--- src/rtl/telem_frame_bank_if.sv ---
// Bus bundle for telem_frame_bank: holding-register write/readback port,
// commit strobe, and the valid/ready beat stream toward the downlink formatter.
interface telem_frame_bank_if #(
    parameter int WIDTH  = 8,
    parameter int ADDR_W = 8
);
    logic              wr_en;
    logic [ADDR_W-1:0] wr_addr;
    logic [WIDTH-1:0]  wr_data;
    logic [ADDR_W-1:0] rd_addr;
    logic [WIDTH-1:0]  rd_data;
    logic              commit;
    logic [WIDTH-1:0]  out_data;
    logic              out_valid;
    logic              out_ready;
    logic              out_last;
    logic              busy;
    logic              overrun;

    modport slave (
        input  wr_en, wr_addr, wr_data, rd_addr, commit, out_ready,
        output rd_data, out_data, out_valid, out_last, busy, overrun
    );

    modport master (
        output wr_en, wr_addr, wr_data, rd_addr, commit, out_ready,
        input  rd_data, out_data, out_valid, out_last, busy, overrun
    );
endinterface

--- src/rtl/telem_frame_bank.sv ---
// Telemetry register bank: CHANNELS holding registers, atomic commit into a shadow
// frame, then one beat per channel over valid/ready. Define TELEM_SEQ_EN to prefix frames with a sequence beat.
module telem_frame_bank #(
    parameter int WIDTH    = 8,
    parameter int CHANNELS = 4,
    parameter int ADDR_W   = 8
) (
    input logic               clk,
    input logic               rst,
    telem_frame_bank_if.slave bus
);

`ifdef TELEM_SEQ_EN
    localparam int BEATS = CHANNELS + 1;
`else
    localparam int BEATS = CHANNELS;
`endif
    localparam int             IDX_W    = $clog2(BEATS);
    localparam logic [IDX_W-1:0] LAST_IDX = IDX_W'(BEATS - 1);

    typedef enum logic {
        IDLE,
        SEND
    } state_t;

    state_t           state;
    state_t           state_d;
    logic [IDX_W-1:0] idx;
    logic [IDX_W-1:0] idx_d;
    logic             start;
    logic             reject;
    logic             valid;
    logic             last;
    logic             overrun_q;
    logic [WIDTH-1:0] beat;
    logic [WIDTH-1:0] rd_mux;

    logic [WIDTH-1:0] hold   [CHANNELS];
    logic [WIDTH-1:0] shadow [CHANNELS];

`ifdef TELEM_SEQ_EN
    logic [7:0] seq_cnt;
    logic [7:0] seq_frame;

    // Zero-extend or truncate the 8-bit frame counter onto the beat width.
    function automatic logic [WIDTH-1:0] fit_seq(input logic [7:0] v);
        logic [WIDTH-1:0] r;
        r = '0;
        for (int i = 0; i < WIDTH && i < 8; i++) begin
            r[i] = v[i];
        end
        return r;
    endfunction
`endif

    // Holding registers; out-of-range addresses match no channel and are dropped.
    always_ff @(posedge clk) begin
        if (rst) begin
            for (int i = 0; i < CHANNELS; i++) begin
                hold[i] <= '0;
            end
        end else if (bus.wr_en) begin
            for (int i = 0; i < CHANNELS; i++) begin
                if (bus.wr_addr == ADDR_W'(i)) begin
                    hold[i] <= bus.wr_data;
                end
            end
        end
    end

    always_comb begin
        rd_mux = '0;
        for (int i = 0; i < CHANNELS; i++) begin
            if (bus.rd_addr == ADDR_W'(i)) begin
                rd_mux = hold[i];
            end
        end
    end

    // Shadow captures pre-edge hold contents, so a same-cycle write is not seen.
    always_ff @(posedge clk) begin
        if (rst) begin
            for (int i = 0; i < CHANNELS; i++) begin
                shadow[i] <= '0;
            end
        end else if (start) begin
            for (int i = 0; i < CHANNELS; i++) begin
                shadow[i] <= hold[i];
            end
        end
    end

`ifdef TELEM_SEQ_EN
    always_ff @(posedge clk) begin
        if (rst) begin
            seq_cnt   <= '0;
            seq_frame <= '0;
        end else if (start) begin
            seq_frame <= seq_cnt;
            seq_cnt   <= seq_cnt + 8'd1;
        end
    end
`endif

    always_ff @(posedge clk) begin
        if (rst) begin
            state     <= IDLE;
            idx       <= '0;
            overrun_q <= 1'b0;
        end else begin
            state     <= state_d;
            idx       <= idx_d;
            overrun_q <= reject;
        end
    end

    // Commits are rejected for the whole of SEND, including the final-beat cycle.
    always_comb begin
        state_d = state;
        idx_d   = idx;
        start   = 1'b0;
        reject  = 1'b0;
        valid   = 1'b0;
        last    = 1'b0;
        case (state)
            IDLE: begin
                if (bus.commit) begin
                    start   = 1'b1;
                    idx_d   = '0;
                    state_d = SEND;
                end
            end
            SEND: begin
                valid  = 1'b1;
                last   = (idx == LAST_IDX);
                reject = bus.commit;
                if (bus.out_ready) begin
                    if (last) begin
                        idx_d   = '0;
                        state_d = IDLE;
                    end else begin
                        idx_d = idx + IDX_W'(1);
                    end
                end
            end
            default: begin
                state_d = IDLE;
                idx_d   = '0;
            end
        endcase
    end

    always_comb begin
        beat = '0;
`ifdef TELEM_SEQ_EN
        if (idx == '0) begin
            beat = fit_seq(seq_frame);
        end
        for (int i = 0; i < CHANNELS; i++) begin
            if (idx == IDX_W'(i + 1)) begin
                beat = shadow[i];
            end
        end
`else
        for (int i = 0; i < CHANNELS; i++) begin
            if (idx == IDX_W'(i)) begin
                beat = shadow[i];
            end
        end
`endif
    end

    assign bus.rd_data   = rd_mux;
    assign bus.out_data  = beat;
    assign bus.out_valid = valid;
    assign bus.out_last  = last;
    assign bus.busy      = valid;
    assign bus.overrun   = overrun_q;

endmodule
--- src/flat_wrapper.sv ---
// flat-port wrapper written by rule: the top's interface ports become plain ports
module telem_frame_bank_flat 
#(
    parameter int WIDTH    = 8,
    parameter int CHANNELS = 4,
    parameter int ADDR_W   = 8
)
  (clk, rst, bus_wr_en, bus_wr_addr, bus_wr_data, bus_rd_addr, bus_commit, bus_out_ready, bus_rd_data, bus_out_data, bus_out_valid, bus_out_last, bus_busy, bus_overrun);
  telem_frame_bank_if #(.WIDTH(WIDTH), .ADDR_W(ADDR_W)) bus_i ();
  input logic clk;
  input logic rst;
  input wire logic [$bits(bus_i.wr_en)-1:0] bus_wr_en;
  input wire logic [$bits(bus_i.wr_addr)-1:0] bus_wr_addr;
  input wire logic [$bits(bus_i.wr_data)-1:0] bus_wr_data;
  input wire logic [$bits(bus_i.rd_addr)-1:0] bus_rd_addr;
  input wire logic [$bits(bus_i.commit)-1:0] bus_commit;
  input wire logic [$bits(bus_i.out_ready)-1:0] bus_out_ready;
  output wire logic [$bits(bus_i.rd_data)-1:0] bus_rd_data;
  output wire logic [$bits(bus_i.out_data)-1:0] bus_out_data;
  output wire logic [$bits(bus_i.out_valid)-1:0] bus_out_valid;
  output wire logic [$bits(bus_i.out_last)-1:0] bus_out_last;
  output wire logic [$bits(bus_i.busy)-1:0] bus_busy;
  output wire logic [$bits(bus_i.overrun)-1:0] bus_overrun;
  assign bus_i.wr_en = bus_wr_en;
  assign bus_i.wr_addr = bus_wr_addr;
  assign bus_i.wr_data = bus_wr_data;
  assign bus_i.rd_addr = bus_rd_addr;
  assign bus_i.commit = bus_commit;
  assign bus_i.out_ready = bus_out_ready;
  assign bus_rd_data = bus_i.rd_data;
  assign bus_out_data = bus_i.out_data;
  assign bus_out_valid = bus_i.out_valid;
  assign bus_out_last = bus_i.out_last;
  assign bus_busy = bus_i.busy;
  assign bus_overrun = bus_i.overrun;
  telem_frame_bank #(.WIDTH(WIDTH), .CHANNELS(CHANNELS), .ADDR_W(ADDR_W)) u_core (.clk(clk), .rst(rst), .bus(bus_i));
endmodule
--- config.mk ---
export PLATFORM = sky130hd
export DESIGN_NAME = telem_frame_bank_flat
export DESIGN_NICKNAME = d
export VERILOG_FILES = /design/src/rtl/telem_frame_bank_if.sv /design/src/rtl/telem_frame_bank.sv /design/src/flat_wrapper.sv
export SDC_FILE = /design/constraint.sdc
export NUM_CORES = 1
export LEC_CHECK = 0
export ABC_AREA = 1
export CAP_MARGIN = 5
export CORE_MARGIN = 10
export CORE_UTILIZATION = 51
export CTS_CLUSTER_DIAMETER = 50
export CTS_CLUSTER_SIZE = 24
export DETAILED_ROUTE_END_ITERATION = 16
export PLACE_DENSITY = 0.86
export SLEW_MARGIN = 20
export SYNTH_ARGS = -nofsm -noshare
export SYNTH_HDL_FRONTEND = slang
export SYNTH_SLANG_ARGS = --single-unit
--- constraint.sdc ---
create_clock -name clk -period 5.4 [get_ports clk]
set_input_delay 1.35 -clock clk [delete_from_list [all_inputs] [get_ports clk]]
set_output_delay 1.35 -clock clk [all_outputs]
set_load 0.01 [all_outputs]
==> impl_metrics.tcl, run 1 <==
set metrics [dict create \
    syn_area_per_cell_um2 9.48 \
    clkSinkCount 68 \
    maxCapViolCount 0 \
    worstMarginPinSlew_ns 1.01 \
    synth.top_cells.by_count "nor2_1 (84), edfxtp_1 (64), inv_1 (55), nand2_1 (53), nand3_1 (27)" \
    synthSimpleGateAreaFrac_pct 24.7 \
    core_area_mm2 0.00628 \
    row_count 29 \
    detail-route-antenna-nets 0 \
    ys_ff_latch 68 \
    gp_congestion 0.860 \
    worstHoldPathType "register to register" \
    synthTopCellsByArea "edfxtp_1 (59%), nor2_1 (9.6%), inv_1 (6.3%)" \
    syn_inst 345 \
    die_width_um 100 \
    dieArea_mm2 0.0100 \
    pwr-share-clk_pct 35.6 \
    rsz0062_at_grt "false" \
    power_density_mw_per_mm2 294 \
    synthFlopType "edfxtp_1" \
    areaGrowthSynthToFinish_pct 22.3 \
    critical_path_class "input port to primary output" \
    dr_total_vias 2491 \
    crit_buf_inv 2 \
    fillers 479 \
    synth_top_family_by_area "simple AND/OR/NAND/NOR gates" \
    startpoint_type "input port" \
    fin_skew_ns 0.00682 \
    final_util_pct 63.7 \
    synth.distinct_cells 21 \
    synth_fa_ha_area_share_pct 1.53 \
    totalWireLength_mm 7.42 \
    synth_compound_area_share_pct 4.36 \
    top_level_ports 49 \
    critical-path-max-stage-delay_ns 0.55 \
    r2r_end "u_core.shadow[1][0]" \
    rrSetupSlack_ns 3.61 \
    worstPathCellList "clkdlybuf4s50_1, nand2_1, nor2_1, nand3_1, nand4_1, clkdlybuf4s50_1" \
    io_buffers 48 \
    worst_setup_path_end_kind "primary output" \
    setup_viol 0 \
    p_leak_nw 1.68 \
    holdPathEnd "u_core.idx[0]" \
    diodes 0 \
    h-tree-depth 3 \
    cts_resized 0 \
    cp_top_family "buffers and inverters" \
    dr.pass1.iters 5 \
    track_usage_pct 14.7 \
    ctsLongestPathBuffers 2 \
    cts_tree "yes" \
    synth.most_common_cell "nor2_1" \
    status "finished clean" \
    multi_input_area_mm2 0.00100 \
    hp-start "u_core.idx[0]" \
    synth.top_cell.area_share_pct 58.8 \
    seq_area_mm2 0.00200 \
    grt_overflow 0 \
    yosysTopAreaCell "edfxtp_1" \
    reg2reg_depth 3 \
    yosysSeqAreaShare_pct 61.2 \
    switchingPower_mw 0.290 \
    critPathRequiredTime_ns 4.05 \
    synthMuxAreaShare_pct 0 \
    irDropWorstVdd_mv 0.211 \
    synth-xor-area-share_pct 0 \
    fmaxAchievable_ghz 0.214 \
    grt_pass1_wl_mm 11.7 \
    drive_gt1_share_pct 6.77 \
    drv_slew 0 \
    antenna_found_initial 0 \
    min_period_ns 4.68 \
    slew_headroom_pct 32.5 \
    drc 0 \
    drt_iter0_markers 269 \
    async_reset_ff_share_pct 0 \
    fin_tns_setup_ns 0 \
    fin_nets 427 \
    grt_pass1_vias 2567 \
    hold_buffers 0 \
    grt_max_degree 34 \
    clkTransAtPathRegs_ns 0.08 \
    routedWlPerCell_um 15.6 \
    cpMostUsedCell "clkdlybuf4s50_1" \
    viasPerCell 5.23 \
    clkLatencyLatePin_ns 0.35 \
    hold_violations 0 \
    yosys_warnings 0 \
    crit_arrival_ns 3.33 \
    reg2reg_from "u_core.state" \
    crit_fanout 8 \
    cts_made_buffers 9 \
    synth_fp_nets 378 \
    synth_edf_count 64 \
    die_h_um 100 \
    switching_share_pct 24.7 \
    initial_core_util_pct 52.1 \
    cts_root_buffer "clkbuf_8" \
    power_frac_seq_pct 53.8 \
    min_period_over_period_pct 86.7 \
    intPower_mw 0.885 \
    postCtsSetupRepairBufs 0 \
    combPwrFrac_pct 10.6 \
    synth_area_mm2 0.00327 \
    crit_slowest_cell "clkdlybuf4s50_1" \
    place_hpwl_mm 5.41 \
    holdPathStages 2 \
]
==> worst reg2reg max path: cells and delay by family (launching register included) <==
family           cells  cell delay [ns]
and+or+nand+nor      3             1.01
DFF                  1             0.48
==> worst max path at each step <==
stage	startpoint	end	cells after the start
3_3_place_gp	bus_rd_addr[0]	bus_rd_data[1]	6
5_1_grt	bus_rd_addr[0]	bus_rd_data[1]	6
2_1_floorplan	bus_commit	u_core.shadow[0][0]	2
3_5_place_dp	bus_rd_addr[0]	bus_rd_data[5]	6
4_1_cts	bus_rd_addr[0]	bus_rd_data[1]	6
6_report	bus_rd_addr[1]	bus_rd_data[1]	6
==> sequential cells by signal (all words and copies together) (netlist names) <==
signal              cells
u_core.shadow          32
u_core.idx              2
u_core.state            1
u_core.hold            32
u_core.bus.overrun      1
==> per-stage QoR <==
| step | setup WS [ns] | instances | hold slack (ns) | cell area [um^2] | power [mW] |
|---|---|---|---|---|---|
| 3_3_place_gp | 0.869 | 460 | 0.484 | 3800 | 0.760 |
| 3_5_place_dp | 0.738 | 460 | 0.500 | 3800 | 0.767 |
| 2_1_floorplan | 1.25 | 345 | 0.466 | 3270 | 0.703 |
| 6_report | 0.718 | 476 | 0.512 | 4000 | 1.17 |
| 5_1_grt | 0.626 | 476 | 0.532 | 4000 | 1.21 |
| 4_1_cts | 0.730 | 476 | 0.513 | 4000 | 1.18 |
==> metal layers <==
| metal | global-route usage, % | wire length, um |
|---|---|---|
| met5 | 0 | 0 |
| met1 | 15.6 | 2880 |
| met4 | 7.61 | 182 |
| met3 | 3.64 | 404 |
| met2 | 26.4 | 3950 |
==> kinds of logic after synthesis <==
family                   after synthesis
buffers and inverters                 67
AO/OA/AOI/OAI                         25
AND/OR/NAND/NOR                      181
adder cells (fa/ha/maj)                4
flip-flops                            68
==> cell type report <==
class | instances | area share [%]
flip-flops and latches | 68 | 50.0
multi-input cells | 210 | 25.1
repair buffers | 49 | 12.2
inverters | 56 | 5.25
clock buffers | 9 | 3.10
well taps | 77 | 2.41
clock inverters | 7 | 1.88
==> layout by cell type (no fill, tap or decap), types with 2 or more instances in the layout <==
cell / instances
edfxtp_1: 64
nor2_1: 84
nand3_2: 2
nand4_1: 8
inv_1: 55
nand3_4: 2
a21oi_1: 15
dfxtp_1: 4
clkdlybuf4s50_1: 48
o211ai_1: 7
nand3_1: 27
clkinvlp_4: 3
ha_1: 4
clkbuf_8: 9
nor2_4: 2
o21ai_0: 2
nand2_1: 53
==> power by group through the flow <==
stage	Clock, mW	Sequential [mW]	Combinational, mW
2_1_floorplan	0	0.638	0.0646
3_3_place_gp	0	0.640	0.119
3_5_place_dp	0	0.643	0.125
4_1_cts	0.419	0.631	0.126
5_1_grt	0.439	0.635	0.137
6_report	0.418	0.632	0.124
Note: power is estimated with default switching activity, not from simulation.
==> run 2: changes to the inputs <==
--- a/config.mk
+++ b/config.mk
@@ -13,6 +13,7 @@
 export CTS_CLUSTER_SIZE = 24
 export DETAILED_ROUTE_END_ITERATION = 16
 export PLACE_DENSITY = 0.86
+export SETUP_SLACK_MARGIN = 0.5
 export SLEW_MARGIN = 20
 export SYNTH_ARGS = -nofsm -noshare
 export SYNTH_HDL_FRONTEND = slang
==> results of run 2 <==
The final DEF is identical to that of run 1; final timing and power are the same.
==> variant 1 (config.mk and constraints of run 2) <==
`ADDR_W` is set to 8 in 3 places; all go to 6.
--- a/src/rtl/telem_frame_bank_if.sv
+++ b/src/rtl/telem_frame_bank_if.sv
@@ -3,5 +3,5 @@
 interface telem_frame_bank_if #(
     parameter int WIDTH  = 8,
-    parameter int ADDR_W = 8
+    parameter int ADDR_W = 6
 );
     logic              wr_en;
--- a/src/rtl/telem_frame_bank.sv
+++ b/src/rtl/telem_frame_bank.sv
@@ -4,5 +4,5 @@
     parameter int WIDTH    = 8,
     parameter int CHANNELS = 4,
-    parameter int ADDR_W   = 8
+    parameter int ADDR_W   = 6
 ) (
     input logic               clk,
--- a/src/flat_wrapper.sv
+++ b/src/flat_wrapper.sv
@@ -4,5 +4,5 @@
     parameter int WIDTH    = 8,
     parameter int CHANNELS = 4,
-    parameter int ADDR_W   = 8
+    parameter int ADDR_W   = 6
 )
   (clk, rst, bus_wr_en, bus_wr_addr, bus_wr_data, bus_rd_addr, bus_commit, bus_out_ready, bus_rd_data, bus_out_data, bus_out_valid, bus_out_last, bus_busy, bus_overrun);
Interface: changed (resized bus_rd_addr and bus_wr_addr); port bits go from 49 to 45. No check against the original RTL was run, so the function may have changed too.
==> variant 1 against run 2 <==
Design area fell by 2.6%; sequential cell count did not move; combinational power rose by 4%; critical path depth rose by 1; critical endpoint is now bus_rd_data[6]; total power fell by 6.8%; clock power fell by 21%; global-route usage fell by 0.49 points; wire length fell by 5.2%; highest routed layer unchanged; worst setup slack improved by 0.032 ns; largest cell class unchanged; clock skew rose by 0.0033 ns; synthesized area fell by 0.38%; critical path type unchanged.
==> variant 1: results (changes against run 2) <==
The logs give 5240 µm (was 5410 µm) for the half-perimeter wire length after detailed placement and 407 (was 427) for the layout net count. The register-to-register setup slack is 3.63 ns (was 3.61 ns), and the total track usage is 0.142 (was 0.147). Power consumed by the clock network: 0.332 mW (was 0.418 mW). The tools report the beginning of the critical path as bus_rd_addr[3] (was bus_rd_addr[1]).

For the via total after detailed routing, the log shows 2471 (was 2491). The post-synthesis cell count came out at 333 (was 345). Clock tree cell share of total cell area: 0.0382 (was 0.0497). The final hold slack is 0.519 ns (was 0.512 ns), and the leakage power of the design is 1.63 nW (was 1.68 nW). The delay contributed by the slowest stage of the critical path was 0.57 ns (was 0.55 ns); the flip-flop and latch power was 0.633 mW (was 0.632 mW). The area of the multi-input gates is 982 µm² (was 1000 µm²). Adder and majority cell fraction of the synthesized area: 0.0154 (was 0.0153). The sequential cell area fraction in the yosys report came out at 0.615 (was 0.612). The share of layout cells above drive strength 1 came out at 0.0681 (was 0.0677). The period utilization is 0.861 (was 0.867). The tools report the data arrival time of the critical path as 3.30 ns (was 3.33 ns). The multi-input gate count came out at 198 (was 210).

Endpoint of the worst setup timing path: bus_rd_data[6] (was bus_rd_data[1]). Post-detailed-route via-to-cell ratio: 5.38 (was 5.23). The number of non-clock inverters is 54 (was 56). Endpoint of the worst-slack reg-to-reg timing path: u_core.shadow[2][2] (was u_core.shadow[1][0]).

The flow ran to the end, and the final reports show no timing, DRC or antenna violations. For the share of the core filled with cells, the log shows 0.620 (was 0.637). The tools report the via count of the first global-routing pass as 2412 (was 2567).

The number of input and output port buffers inserted is 44 (was 48). Leading cell types by count after synthesis: sky130_fd_sc_hd__nor2_1 (80), sky130_fd_sc_hd__edfxtp_1 (64), sky130_fd_sc_hd__inv_1 (51) (was sky130_fd_sc_hd__nor2_1 (84), sky130_fd_sc_hd__edfxtp_1 (64), sky130_fd_sc_hd__inv_1 (55)).
[variant 1: changes by cell type after synthesis, moves of 2 or more]
cell / change
sky130_fd_sc_hd__nand4_1: +24
sky130_fd_sc_hd__nand2_1: -22
sky130_fd_sc_hd__nand3_1: -13
sky130_fd_sc_hd__inv_1: -4
sky130_fd_sc_hd__nor2_1: -4
sky130_fd_sc_hd__buf_4: +3
sky130_fd_sc_hd__nand2_2: +2
sky130_fd_sc_hd__nand3_2: -2
sky130_fd_sc_hd__nand3_4: -2
sky130_fd_sc_hd__nor2_2: +2
sky130_fd_sc_hd__nor2_4: -2
sky130_fd_sc_hd__nor3_2: +2
sky130_fd_sc_hd__or2_2: +2
[variant 1: metal layers]
metal / part of all wire / up-vias / global-route usage
met4: 0.0087 / 0 / 0.0485
met2: 0.53 / 101 / 0.252
met3: 0.060 / 7 / 0.0343
li1: - / 1211 / -
met5: 0 / - / 0
met1: 0.40 / 1152 / 0.164
==> variant 2 (settings of run 2) <==
Made on the original files. Build with the macro `TELEM_SEQ_EN` defined.
--- a/src/rtl/telem_frame_bank.sv
+++ b/src/rtl/telem_frame_bank.sv
@@ -1,4 +1,6 @@
 // Telemetry register bank: CHANNELS holding registers, atomic commit into a shadow
 // frame, then one beat per channel over valid/ready. Define TELEM_SEQ_EN to prefix frames with a sequence beat.
+`define TELEM_SEQ_EN
+
 module telem_frame_bank #(
     parameter int WIDTH    = 8,
Formal check against the unedited RTL: not equivalent (a bounded check fails within 4 cycles, from zero or initial values and one cycle with rst high).
==> variant 2 against run 2 <==
Count of clock-buffer cells in the layout did not move; worst hold slack got worse by 0.027 ns; design area rose by 22%; wire length rose by 18%; clock skew rose by 0.0053 ns; first-iteration DRC count fell by 36%; critical path depth did not move; worst setup slack improved by 0.074 ns; non-clock buffer count rose by 1; sequential cell count rose by 17; synthesized area rose by 26%; total power rose by 10%; critical endpoint is now bus_rd_data[3].
==> variant 2: results (changes against run 2) <==
The maximum number of pins on one net before global-route repair is 42 (was 34), and the final wirelength is 8730 µm (was 7420 µm). The total track usage came out at 0.151 (was 0.147). The first-pass GRT wire length is 14700 µm (was 11700 µm).

The share of layout cells above drive strength 1 is 0.0652 (was 0.0677). Cell depth of the worst flop-to-flop path: 7 (was 3). The tools report the wire length on met1 as 3600 µm (was 2880 µm). The slew of the pin with the lowest slew margin came out at 0.566 ns (was 1.01 ns). The run finished with clean final reports. The logs give 2340 µm² (was 2000 µm²) for the combined flip-flop and latch cell area and 6560 µm (was 5410 µm) for the half-perimeter wire length after detailed placement. Launch point of the worst hold path: u_core.seq_frame[5] (was u_core.idx[0]).

The number of non-clock inverters came out at 86 (was 56). The number of distinct library cell variants in the gate-level netlist after synthesis came out at 19 (was 21). The delay contributed by the slowest stage of the critical path is 0.57 ns (was 0.55 ns), and the number of standard cells in the final layout excluding fillers is 654 (was 476). The tools report the total met2 wirelength after detailed routing as 4420 µm (was 3950 µm). The detailed route wirelength on metal3 is 626 µm (was 404 µm). The endpoint of the worst-slack reg-to-reg timing path was u_core.idx[2] (was u_core.shadow[1][0]).

The run gives 0.0406 (was 0.0364) as the met3 demand-to-capacity share in global routing. The tools report the leakage power of the design as 2.15 nW (was 1.68 nW). Maximum frequency from static timing analysis: 0.217 GHz (was 0.214 GHz). Registers with the highest flip-flop counts: u_core.hold (32), u_core.shadow (32) (was u_core.hold (32), u_core.shadow (32), u_core.idx (2)).

The met2 routing resource usage after global routing was 0.263 (was 0.264); the placement-stage cell area was 4670 µm² (was 3800 µm²). Well-tap cell count: 102 (was 77). Cell types occupying the most area after synthesis: sky130_fd_sc_hd__edfxtp_1 (47%), sky130_fd_sc_hd__nand2_1 (11%), sky130_fd_sc_hd__dfxtp_1 (10%) (was sky130_fd_sc_hd__edfxtp_1 (59%), sky130_fd_sc_hd__nor2_1 (9.6%), sky130_fd_sc_hd__inv_1 (6.3%)).

The run gives 0.201 mV (was 0.211 mV) as the worst vdd rail ir drop. For the share of the core filled with cells, the log shows 0.624 (was 0.637). For the register-to-register setup slack, the log shows 3.89 ns (was 3.61 ns).

The net count after synthesis came out at 533 (was 378).
==> variant 2: changes by cell type after synthesis, sizes merged, moves of 3 or more <==
cell,run 2,this run
nand3,31,35
o211ai,7,0
o22ai,0,7
nand2,53,125
a21oi,15,7
nor3,1,4
dfxtp,4,21
inv,55,86
nor2,87,116
==> variant 2: how the worst max path moves through the flow <==
stage / endpoint / cells after the start
6_report: bus_rd_data[3] / 6
5_1_grt: bus_rd_data[7] / 6
4_1_cts: bus_rd_data[0] / 7
3_5_place_dp: bus_rd_data[0] / 7
3_3_place_gp: bus_rd_data[7] / 7
2_1_floorplan: bus_rd_data[5] / 6
==> variant 2: cells by family after synthesis <==
| kind of cell | Yosys count | share of synthesized area |
|---|---|---|
| simple gates | 290 | 0.292 |
| compound gates | 19 | 0.0251 |
| buf+inv | 98 | 0.0981 |
| fa+ha+maj | 6 | 0.0182 |
| flops | 85 | 0.567 |
==> variant 2: where the power goes <==
group	switching [mW]	internal [mW]
registers	0.0173	0.739
logic	0.0612	0.0418
clock network	0.252	0.181
